### config.mk
export PLATFORM = sky130hd
export DESIGN_NAME = conv_window_source
export DESIGN_NICKNAME = d
export VERILOG_FILES = /design/src/rtl/conv_window_source.sv
export SDC_FILE = /design/constraint.sdc
export NUM_CORES = 1
export LEC_CHECK = 0
export CAP_MARGIN = 20
export CORE_UTILIZATION = 40
export CTS_BUF_LIST = sky130_fd_sc_hd__clkbuf_8
export CTS_CLUSTER_SIZE = 10
export DETAILED_ROUTE_END_ITERATION = 7
export DONT_BUFFER_PORTS = 1
export PLACE_DENSITY = 0.56
export SYNTH_ARGS = -nofsm -noshare
export SYNTH_HDL_FRONTEND = slang
export SYNTH_SLANG_ARGS = --single-unit
### constraint.sdc
create_clock -name clock_i -period 6.14 [get_ports clock_i]
set_input_delay 1.228 -clock clock_i [delete_from_list [all_inputs] [get_ports clock_i]]
set_output_delay 1.228 -clock clock_i [all_outputs]
set_load 0.05 [all_outputs]
### src/rtl/conv_window_source.sv
// Convolution window source: raster pixel stream in, KERNEL_SIZE x KERNEL_SIZE x IN_CHANNELS
// windows out over valid/ready, built from per-column line buffers and a shifting window register.
module conv_window_source #(
    parameter int IN_CHANNELS  = 3,
    parameter int KERNEL_SIZE  = 3,
    parameter int IMAGE_WIDTH  = 8,
    parameter int IMAGE_HEIGHT = 8,
    localparam int ActivationWidth = 9
) (
    input  logic                              clock_i,
    input  logic                              reset_i,
    input  logic                              slave_valid_i,
    output logic                              slave_ready_o,
    input  logic signed [ActivationWidth-1:0] slave_data_i [IN_CHANNELS],
    output logic                              master_valid_o,
    input  logic                              master_ready_i,
    output logic signed [ActivationWidth-1:0] master_data_o [KERNEL_SIZE][KERNEL_SIZE][IN_CHANNELS],
    output logic                              master_last_o
);

    localparam int XW = (IMAGE_WIDTH  > 1) ? $clog2(IMAGE_WIDTH)  : 1;
    localparam int YW = (IMAGE_HEIGHT > 1) ? $clog2(IMAGE_HEIGHT) : 1;

    logic [XW-1:0] x;
    logic [YW-1:0] y;
    logic          accept;
    logic          x_last;
    logic          y_last;
    logic          window_ready;

    // line_buf[x][r]: the K-1 most recent rows at column x, r = 0 oldest
    logic signed [ActivationWidth-1:0] line_buf [IMAGE_WIDTH][KERNEL_SIZE-1][IN_CHANNELS];
    logic signed [ActivationWidth-1:0] new_col  [KERNEL_SIZE][IN_CHANNELS];

    always_comb begin
        slave_ready_o = !master_valid_o || master_ready_i;
        accept        = slave_valid_i && slave_ready_o;
        x_last        = (x == XW'(IMAGE_WIDTH - 1));
        y_last        = (y == YW'(IMAGE_HEIGHT - 1));
        window_ready  = (x >= XW'(KERNEL_SIZE - 1)) && (y >= YW'(KERNEL_SIZE - 1));
    end

    always_comb begin
        for (int unsigned r = 0; r < KERNEL_SIZE - 1; r++) begin
            new_col[r] = line_buf[x][r];
        end
        new_col[KERNEL_SIZE-1] = slave_data_i;
    end

    always_ff @(posedge clock_i) begin
        if (accept) begin
            for (int unsigned r = 0; r + 2 < KERNEL_SIZE; r++) begin
                line_buf[x][r] <= line_buf[x][r+1];
            end
            line_buf[x][KERNEL_SIZE-2] <= slave_data_i;
        end
    end

    // The window register doubles as the output register: it only shifts on accept,
    // and accept is blocked while a window is stalled, so the output holds stable.
    always_ff @(posedge clock_i or negedge reset_i) begin
        if (!reset_i) begin
            x              <= '0;
            y              <= '0;
            master_valid_o <= 1'b0;
            master_last_o  <= 1'b0;
            master_data_o  <= '{default: '0};
        end else if (accept) begin
            for (int unsigned i = 0; i < KERNEL_SIZE; i++) begin
                for (int unsigned j = 0; j + 1 < KERNEL_SIZE; j++) begin
                    master_data_o[i][j] <= master_data_o[i][j+1];
                end
                master_data_o[i][KERNEL_SIZE-1] <= new_col[i];
            end
            master_valid_o <= window_ready;
            master_last_o  <= x_last && y_last;
            if (x_last) begin
                x <= '0;
                y <= y_last ? '0 : y + 1'b1;
            end else begin
                x <= x + 1'b1;
            end
        end else if (master_ready_i) begin
            master_valid_o <= 1'b0;
            master_last_o  <= 1'b0;
        end
    end

endmodule

==> flow_metrics.py, run 1 <==
metrics = {
    "pwr": {
        "total_power_uw": 17300,
        "power-per-cell-area_nw_per_um2": 593,
        "vdd_drop_max_v": 0.000303,
        "p_leak_uw": 0.0116,
    },
    "routing": {
        "vias_per_cell": 5.21,
        "drc": 0,
        "wl_per_cell_um": 22.0,
        "drt_iter0_drc": 1334,
        "ant_nets": 0,
        "num_vias": 14819,
        "firstDrtPassIters": 8,
        "drt-total-wl_um": 62500,
    },
    "final_layout": {
        "nets": 1926,
        "layout_common_cells": "nand2_1, edfxtp_1, dfrtp_1",
        "drive_gt1_share_pct": 14.3,
        "stdcell_count": 2842,
        "area_delta_synth_final_pct": 12.2,
        "final_common_cell": "nand2_1",
    },
    "floorplanning": {
        "die_area_um2": 65900,
        "start_util_pct": 40.4,
        "fp.dieW_um": 257,
        "ios": 277,
        "core-area_um2": 64300,
        "rows": 93,
        "die_h_um": 257,
    },
    "placed_design": {
        "place_inst": 2635,
        "portBuffers": 0,
        "dp_slack_ns": 1.98,
        "gp_congestion": 0.772,
        "place.detailed.hpwl_um": 35600,
    },
    "setup_path": {
        "cp_num_buf_inv": 1,
        "crit_fanout": 53,
        "arrival_ns": 3.84,
        "slowest_delay_ns": 0.72,
        "path_cells": "nand2b_1, and2_4, nand2_1, nor2_4, buf_4",
        "cp_data_required_time_ns": 6.46,
        "crit_path_start_kind": "register",
        "crit_family": "simple AND/OR/NAND/NOR gates",
        "crit_type": "reg2reg",
        "worst-r2r-cell-count": 5,
        "cpMaxStageDelayCell": "buf_4",
        "path_depth": 5,
        "endpoint_kind": "register",
    },
    "cts": {
        "cts_buffers": 108,
        "clk_pin_slew_worst_paths_ns": 0.06,
        "clkSinkCount": 683,
        "postCtsHoldBufs": 0,
        "insertion_delay_ns": 0.73,
        "cts_tree": "built",
        "post_cts_resized": 0,
        "cts.htree.levels": 3,
        "cts-root-buf": "clkbuf_8",
        "cts_buffer_depth": 3,
        "post_cts.repair.setup_buffers": 0,
    },
    "synth": {
        "muxShareOfSynthArea_pct": 7.67,
        "ys_types": 49,
        "synth_adder_area_share_pct": 0.241,
        "ys_ff_latch": 683,
        "synth_area_um2": 26000,
        "async_reset_ff_share_pct": 36.7,
        "synthCells": 1861,
        "synth-main-ff-cell": "edfxtp_1",
        "synth-simple-area-share_pct": 11.6,
        "avgSynthCellArea_um2": 14.0,
        "synth_compound_area_share_pct": 4.28,
        "ys_seq_area_share_pct": 74.2,
        "synth_xor_xnor_area_share_pct": 0,
        "synth_top_family_by_area": "simple AND/OR/NAND/NOR gates",
        "yosys_warnings": 0,
        "synth_nets": 1897,
        "synth_edf_count": 432,
    },
    "timing": {
        "min_period_ns": 3.52,
        "grt_setup_unrepaired": "no",
        "fin_crit_sh_pct": 57.4,
        "worst_pin_slew_ns": 0.957,
        "layout_setup_ws_ns": 2.62,
        "final-setup-viol-count": 0,
        "slew_headroom_pct": 36.2,
        "fmax_ghz": 0.284,
        "hold-worst-slack_ns": 0.246,
        "hold_viol_final": 0,
        "clock_skew_ns": 0.0477,
        "slew_violations": 0,
    },
    "global_route": {
        "grt_use_total_pct": 19.2,
        "grt_max_degree": 252,
        "grt_pass1_vias": 15348,
        "grt_overflow": 0,
        "grt_pass1_wl_um": 95900,
        "grt_antenna_before_repair": 1,
    },
    "worst_hold_path": {
        "min_path_type": "in2async",
    },
    "run_status": {
        "status": "finished clean",
    },
    "job": {
        "cap_violations": 0,
    },
}
layer usage:
metal	GRT usage, %	vias to the layer above	share of wire (%)
li1	-	6666	-
met1	26.0	7582	43
met2	30.8	491	48
met3	4.23	80	6.4
met4	5.80	0	1.8
met5	0	-	0
layout make-up:
type                       count  area [um^2]
timing repair buffer          27          253
multi-input combinational   1066         6240
antenna                        2         5.00
clock buffer                 134         1840
tap                          855         1070
clock inverter                71          435
fill                        5754        35200
inverter                       4         15.0
sequential                   683        19300
through the flow:
stage	utilization, %	TNS, ns	cell area [um^2]
after detailed placement	41.7	0	26800
after floorplan	-	-70.93	26000
after global placement	41.7	0	26800
final	45.3	0	29100
after CTS	45.3	0	29100
after global routing	45.3	0	29100
kinds of logic (layout without fill, tap and decap cells):
group	Yosys count	count (layout)
and+or+nand+nor	783	783
DFF	683	683
AOI/OAI and AO/OA	157	157
muxes	121	121
buffers and inverters	112	236
adders and majority gates	5	5
other	0	2
report_power, final:
group | internal, uW | switching [uW] | leakage (uW) | total (uW)
sequential | 6400 | 3450 | 0.00696 | 9850
combinational | 1230 | 2270 | 0.00328 | 3510
clock | 2120 | 1810 | 0.00134 | 3930
final timing paths:
path,endpoint,from,slack (ns)
min reg2reg,y[1],y[1],0.55
max,line_buf[6][5],master_valid_o,2.62
max reg2reg,line_buf[6][5],master_valid_o,2.62
min in group clock_i,y[1],y[1],0.55
max in group asynchronous,x[1],reset_i,5.04
min,master_data_o[138],reset_i,0.25
state kept, by name, summed over array words and instances (netlist names):
register and count:
y 3, line_buf 432, master_last_o 1, master_valid_o 1, master_data_o 243, x 3
cells in the mapped netlist, types with 3 or more instances:
master | instances | area share [%]
buf_1 | 15 | 0.22
nand2_1 | 673 | 9.7
dfrtp_1 | 251 | 24
ha_1 | 5 | 0.24
a211o_1 | 12 | 0.40
nor2_1 | 73 | 1.1
mux2_4 | 7 | 0.40
nor2b_1 | 4 | 0.096
nor3_1 | 9 | 0.17
mux2_2 | 15 | 0.65
clkbuf_1 | 34 | 0.49
o22ai_1 | 12 | 0.29
a221o_1 | 8 | 0.31
mux4_2 | 58 | 5.0
a31oi_1 | 54 | 1.3
a221oi_2 | 7 | 0.40
o21ai_1 | 10 | 0.19
nand3_1 | 6 | 0.12
edfxtp_1 | 432 | 50
a22o_1 | 8 | 0.27
o21ai_0 | 5 | 0.096
o21a_1 | 3 | 0.087
mux2i_1 | 40 | 1.5
inv_1 | 3 | 0.043
nand2b_1 | 6 | 0.14
a21oi_1 | 23 | 0.44
buf_4 | 8 | 0.23
a221oi_1 | 4 | 0.13
buf_2 | 49 | 0.94
Note: power is estimated with default switching activity, not from simulation.
==> inputs of run 2 (changes only) <==
- clock period: 6.14 -> 3.7 ns (I/O delays scaled with it)
==> flow_metrics.py, run 2 (synthesis results as in run 1) <==
metrics = {
    "pwr": {
        "vdd_drop_max_v": 0.000553,
        "power-per-cell-area_nw_per_um2": 978,
        "p_leak_uw": 0.0116,
        "total_power_uw": 28600,
    },
    "timing": {
        "worst_pin_slew_ns": 0.828,
        "fin_crit_sh_pct": 70.0,
        "fmax_ghz": 0.386,
        "grt_setup_unrepaired": "no",
        "slew_headroom_pct": 44.8,
        "clock_skew_ns": 0.0438,
        "hold_viol_final": 251,
        "final-setup-viol-count": 0,
        "slew_violations": 0,
        "hold-worst-slack_ns": -0.280,
        "min_period_ns": 2.59,
    },
    "floorplanning": {
        "die_area_um2": 65900,
        "ios": 277,
        "core-area_um2": 64300,
        "die_h_um": 257,
        "fp.dieW_um": 257,
        "rows": 93,
        "start_util_pct": 40.4,
    },
    "job": {
        "cap_violations": 0,
    },
    "routing": {
        "drc": 0,
        "vias_per_cell": 5.23,
        "firstDrtPassIters": 5,
        "drt-total-wl_um": 63900,
        "num_vias": 14928,
        "drt_iter0_drc": 1204,
        "ant_nets": 0,
        "wl_per_cell_um": 22.4,
    },
    "final_layout": {
        "top_register": "line_buf",
        "final_common_cell": "nand2_1",
        "stdcell_count": 2857,
        "reg.largest.list": "line_buf (432), master_data_o (243)",
        "drive_gt1_share_pct": 14.4,
        "utilization_pct": 45.5,
        "layout_common_cells": "nand2_1, edfxtp_1, dfrtp_1",
        "area_delta_synth_final_pct": 12.8,
        "nets": 1945,
        "final_area_um2": 29300,
        "largest_register_ffs": 432,
    },
    "placed_design": {
        "place_inst": 2652,
        "place.detailed.hpwl_um": 37600,
        "dpl_cell_area_um2": 27100,
        "portBuffers": 0,
        "gp_congestion": 0.765,
    },
    "global_route": {
        "grt_max_degree": 252,
        "grt_overflow": 0,
        "grt_use_total_pct": 19.6,
        "grt_antenna_before_repair": 2,
        "grt_pass1_wl_um": 97200,
        "grt_pass1_vias": 15393,
    },
    "cts": {
        "cts_tree": "built",
        "cts.htree.levels": 3,
        "post_cts.repair.setup_buffers": 0,
        "clk_pin_slew_worst_paths_ns": 0.07,
        "clkSinkCount": 683,
        "post_cts_resized": 0,
        "cts-root-buf": "clkbuf_8",
        "cts_buffer_depth": 3,
        "cts_buffers": 110,
        "insertion_delay_ns": 0.72,
    },
    "setup_path": {
        "crit_fanout": 38,
        "crit_path_start_kind": "register",
        "arrival_ns": 2.95,
        "endpoint_kind": "register",
        "cp_data_required_time_ns": 4.06,
        "crit_type": "reg2reg",
    },
    "worst_hold_path": {
        "min_path_type": "in2async",
    },
    "run_status": {
        "status": "finished, violations left",
        "violations": "negative hold slack",
    },
}
==> run 2: changes by cell type in the layout (fill, tap and decap cells not counted) <==
cell	previous run	this run
buf_12	4	14
buf_4	23	30
bufinv_16	3	2
clkbuf_8	134	127
clkinv_1	5	17
clkinv_2	9	5
clkinv_4	0	1
clkinv_8	2	1
diode_2	2	1
inv_1	50	49
inv_12	4	2
inv_6	0	2
nor3_2	5	0
nor3_4	0	5
==> run 2: worst paths after layout <==
kind | from | endpoint | depth (start not counted) | slack [ns]
max in group asynchronous | reset_i | master_data_o[24] | 0 | 3.66
min in group clock_i | slave_data_i[7] | line_buf[2][7] | 0 | 0.11
setup reg to reg | x[1] | line_buf[3][0] | 4 | 1.11
setup / recovery | x[1] | line_buf[3][0] | 4 | 1.11
hold / removal | reset_i | master_data_o[44] | 0 | -0.28
hold reg to reg | y[1] | y[1] | 2 | 0.56
==> run 2: area by class of cell <==
cell class              count  area, um^2
fillers                  5715       35100
flip-flops and latches    683       19300
multi-input cells        1066        6270
clock buffers             127        1750
well taps                 855        1070
repair buffers             44         505
clock inverters            77         404
inverters                   4        15.0
diodes                      1        2.50
==> run 2: routing by layer <==
| layer | GRT usage [%] | up-vias | wire [um] |
|---|---|---|---|
| met5 | 0 | - | 12 |
| met4 | 7.24 | 2 | 1710 |
| met3 | 5.48 | 104 | 5010 |
| met2 | 30.1 | 521 | 29300 |
| met1 | 26.5 | 7598 | 27900 |
| li1 | - | 6703 | - |
==> run 2: worst max-delay path: stages (launching register included) <==
cell and delay (ns):
dfrtp_4 0.90, buf_4 0.38, nand2_1 0.20, nor3_4 0.31, buf_4 0.38
==> run 2: report_power, final <==
| part | total (uW) | switching [uW] | internal (uW) |
|---|---|---|---|
| clock network | 6220 | 2950 | 3280 |
| logic | 5880 | 3700 | 2180 |
| registers | 16500 | 5910 | 10600 |
==> run 2: metrics by stage <==
stage          worst slack, ns  hold slack [ns]  setup TNS (ns)
2_1_floorplan           -0.601            0.444         -162.18
3_3_place_gp              1.15            0.459               0
3_5_place_dp              1.13            0.456               0
4_1_cts                   1.05           -0.357               0
5_1_grt                  0.990           -0.332               0
6_report                  1.11           -0.280               0
==> inputs of run 3 (changes only) <==
- clock period: 3.7 -> 2.7 ns (I/O delays scaled with it)
==> flow_metrics.py, run 3 (synthesis results as in run 1) <==
metrics = {
    "placed_design": {
        "place.detailed.hpwl_um": 39900,
        "portBuffers": 0,
        "gp_congestion": 0.776,
        "place_inst": 2665,
    },
    "timing": {
        "fmax_ghz": 0.452,
        "fin_crit_sh_pct": 81.9,
        "clock_skew_ns": 0.0527,
        "slew_violations": 0,
        "slew_headroom_pct": 45.7,
        "final-setup-viol-count": 0,
        "tns_ns": 0,
        "hold-worst-slack_ns": -0.447,
        "hold_viol_final": 251,
        "grt_setup_unrepaired": "no",
        "min_period_ns": 2.21,
        "worst_pin_slew_ns": 0.814,
    },
    "floorplanning": {
        "rows": 93,
        "die_h_um": 257,
        "ios": 277,
        "start_util_pct": 40.4,
        "fp.dieW_um": 257,
        "core-area_um2": 64300,
        "die_area_um2": 65900,
    },
    "pwr": {
        "clockPowerShare_pct": 21.6,
        "vdd_drop_max_v": 0.000684,
        "combPwrFrac_pct": 21.3,
        "swShare_pct": 43.9,
        "p_seq_share_pct": 57.0,
        "power-per-cell-area_nw_per_um2": 1330,
        "p_int_uw": 22200,
        "p_leak_uw": 0.0119,
        "p_sw_uw": 17400,
    },
    "final_layout": {
        "largest_register_ffs": 432,
        "drive_gt1_share_pct": 15.3,
        "reg.largest.list": "line_buf (432), master_data_o (243)",
        "nets": 1988,
        "layout_common_cells": "nand2_1, edfxtp_1, dfrtp_1",
        "top_register": "line_buf",
        "final_common_cell": "nand2_1",
        "stdcell_count": 2909,
        "area_delta_synth_final_pct": 14.9,
    },
    "run_status": {
        "status": "finished, violations left",
        "violations": "negative hold slack",
    },
    "cts": {
        "insertion_delay_ns": 0.73,
        "postCtsHoldBufs": 29,
        "post_cts.repair.setup_buffers": 0,
        "cts_buffers": 111,
        "clkSinkCount": 683,
        "cts_buffer_depth": 3,
        "clk_pin_slew_worst_paths_ns": 0.06,
        "cts_tree": "built",
        "cts.htree.levels": 3,
        "cts-root-buf": "clkbuf_8",
    },
    "routing": {
        "num_vias": 15236,
        "drt-total-wl_um": 66600,
        "ant_nets": 0,
        "drc": 0,
        "vias_per_cell": 5.24,
        "wl_per_cell_um": 22.9,
        "firstDrtPassIters": 7,
        "drt_iter0_drc": 1371,
    },
    "global_route": {
        "grt_antenna_before_repair": 2,
        "grt_pass1_vias": 15591,
        "grt_pass1_wl_um": 100000,
        "grt_overflow": 0,
        "grt_max_degree": 252,
        "grt_use_total_pct": 20.3,
    },
    "setup_path": {
        "crit_path_start_kind": "register",
        "endpoint_kind": "register",
        "cp_data_required_time_ns": 3.10,
        "crit_type": "reg2reg",
        "crit_fanout": 20,
        "arrival_ns": 2.61,
    },
    "worst_hold_path": {
        "min_path_type": "in2async",
    },
    "job": {
        "cap_violations": 0,
    },
}
-- run 3: cell types whose count changed in the layout (fill, tap and decap cells not counted), sizes merged --
cell	delta
clkbuf	-3
clkinv	+8
inv	-2
dlygate4sd3	+29
clkinvlp	+4
diode	+3
buf	+13
-- run 3: final cells by class --
type | count | area [um^2]
Antenna cell | 4 | 10.0
Clock buffer | 124 | 1710
Clock inverter | 87 | 459
Fill cell | 5670 | 34500
Inverter | 4 | 15.0
Multi-Input combinational cell | 1066 | 6300
Sequential cell | 683 | 19300
Tap cell | 855 | 1070
Timing Repair Buffer | 86 | 1020
-- run 3: power by group through the flow --
stage | Clock, uW | Combinational (uW) | Sequential [uW]
floorplan | 0 | 6130 | 21600
global placement | 0 | 8240 | 22800
detailed placement | 0 | 8440 | 22800
CTS | 8770 | 8560 | 22600
global route | 9230 | 9370 | 22900
finish | 8560 | 8450 | 22600
-- run 3: path summary, 6_finish.rpt --
path | start | endpoint | slack [ns] | depth (start not counted)
worst max register to register | x[1] | line_buf[5][32] | 0.49 | 5
worst max-delay path | x[1] | line_buf[5][32] | 0.49 | 5
worst min register to register | y[0] | y[0] | 0.55 | 1
worst min-delay path | reset_i | master_data_o[137] | -0.45 | 0
max in group asynchronous | reset_i | x[2] | 2.58 | 0
min in group clock_i | slave_valid_i | y[1] | 0.12 | 2
-- run 3: per-layer routing --
metal | GRT usage [%] | vias up | part of all wire, %
met4 | 5.65 | 0 | 2.3
met1 | 28.2 | 7777 | 44
met3 | 4.95 | 108 | 7.2
li1 | - | 6817 | -
met2 | 31.7 | 534 | 47
met5 | 0 | - | 0
-- run 3: repair_timing --
item / 4_1_cts / 5_1_grt
endpoints found under the setup margin: 0 / 0
resized for setup: 0 / 0
endpoints found under the hold margin: 496 / 251
-- run 3: stage by stage --
step	hold slack (ns)	util (%)	cell area (um^2)	worst slack, ns	total power, uW
after floorplan	0.244	-	26100	-0.103	27700
after CTS	-0.521	46.4	29800	0.483	40000
after global placement	0.260	42.5	27400	0.533	31000
final	-0.447	46.4	29800	0.488	39600
after detailed placement	0.261	42.5	27400	0.493	31300
after global routing	-0.501	46.4	29800	0.366	41400
-- run 3: critical path, cell delays in order, from the launching register on --
cell	delay, ns
dfrtp_4	0.63
buf_12	0.24
buf_12	0.20
mux4_2	0.51
nand2_1	0.11
nand2_1	0.19
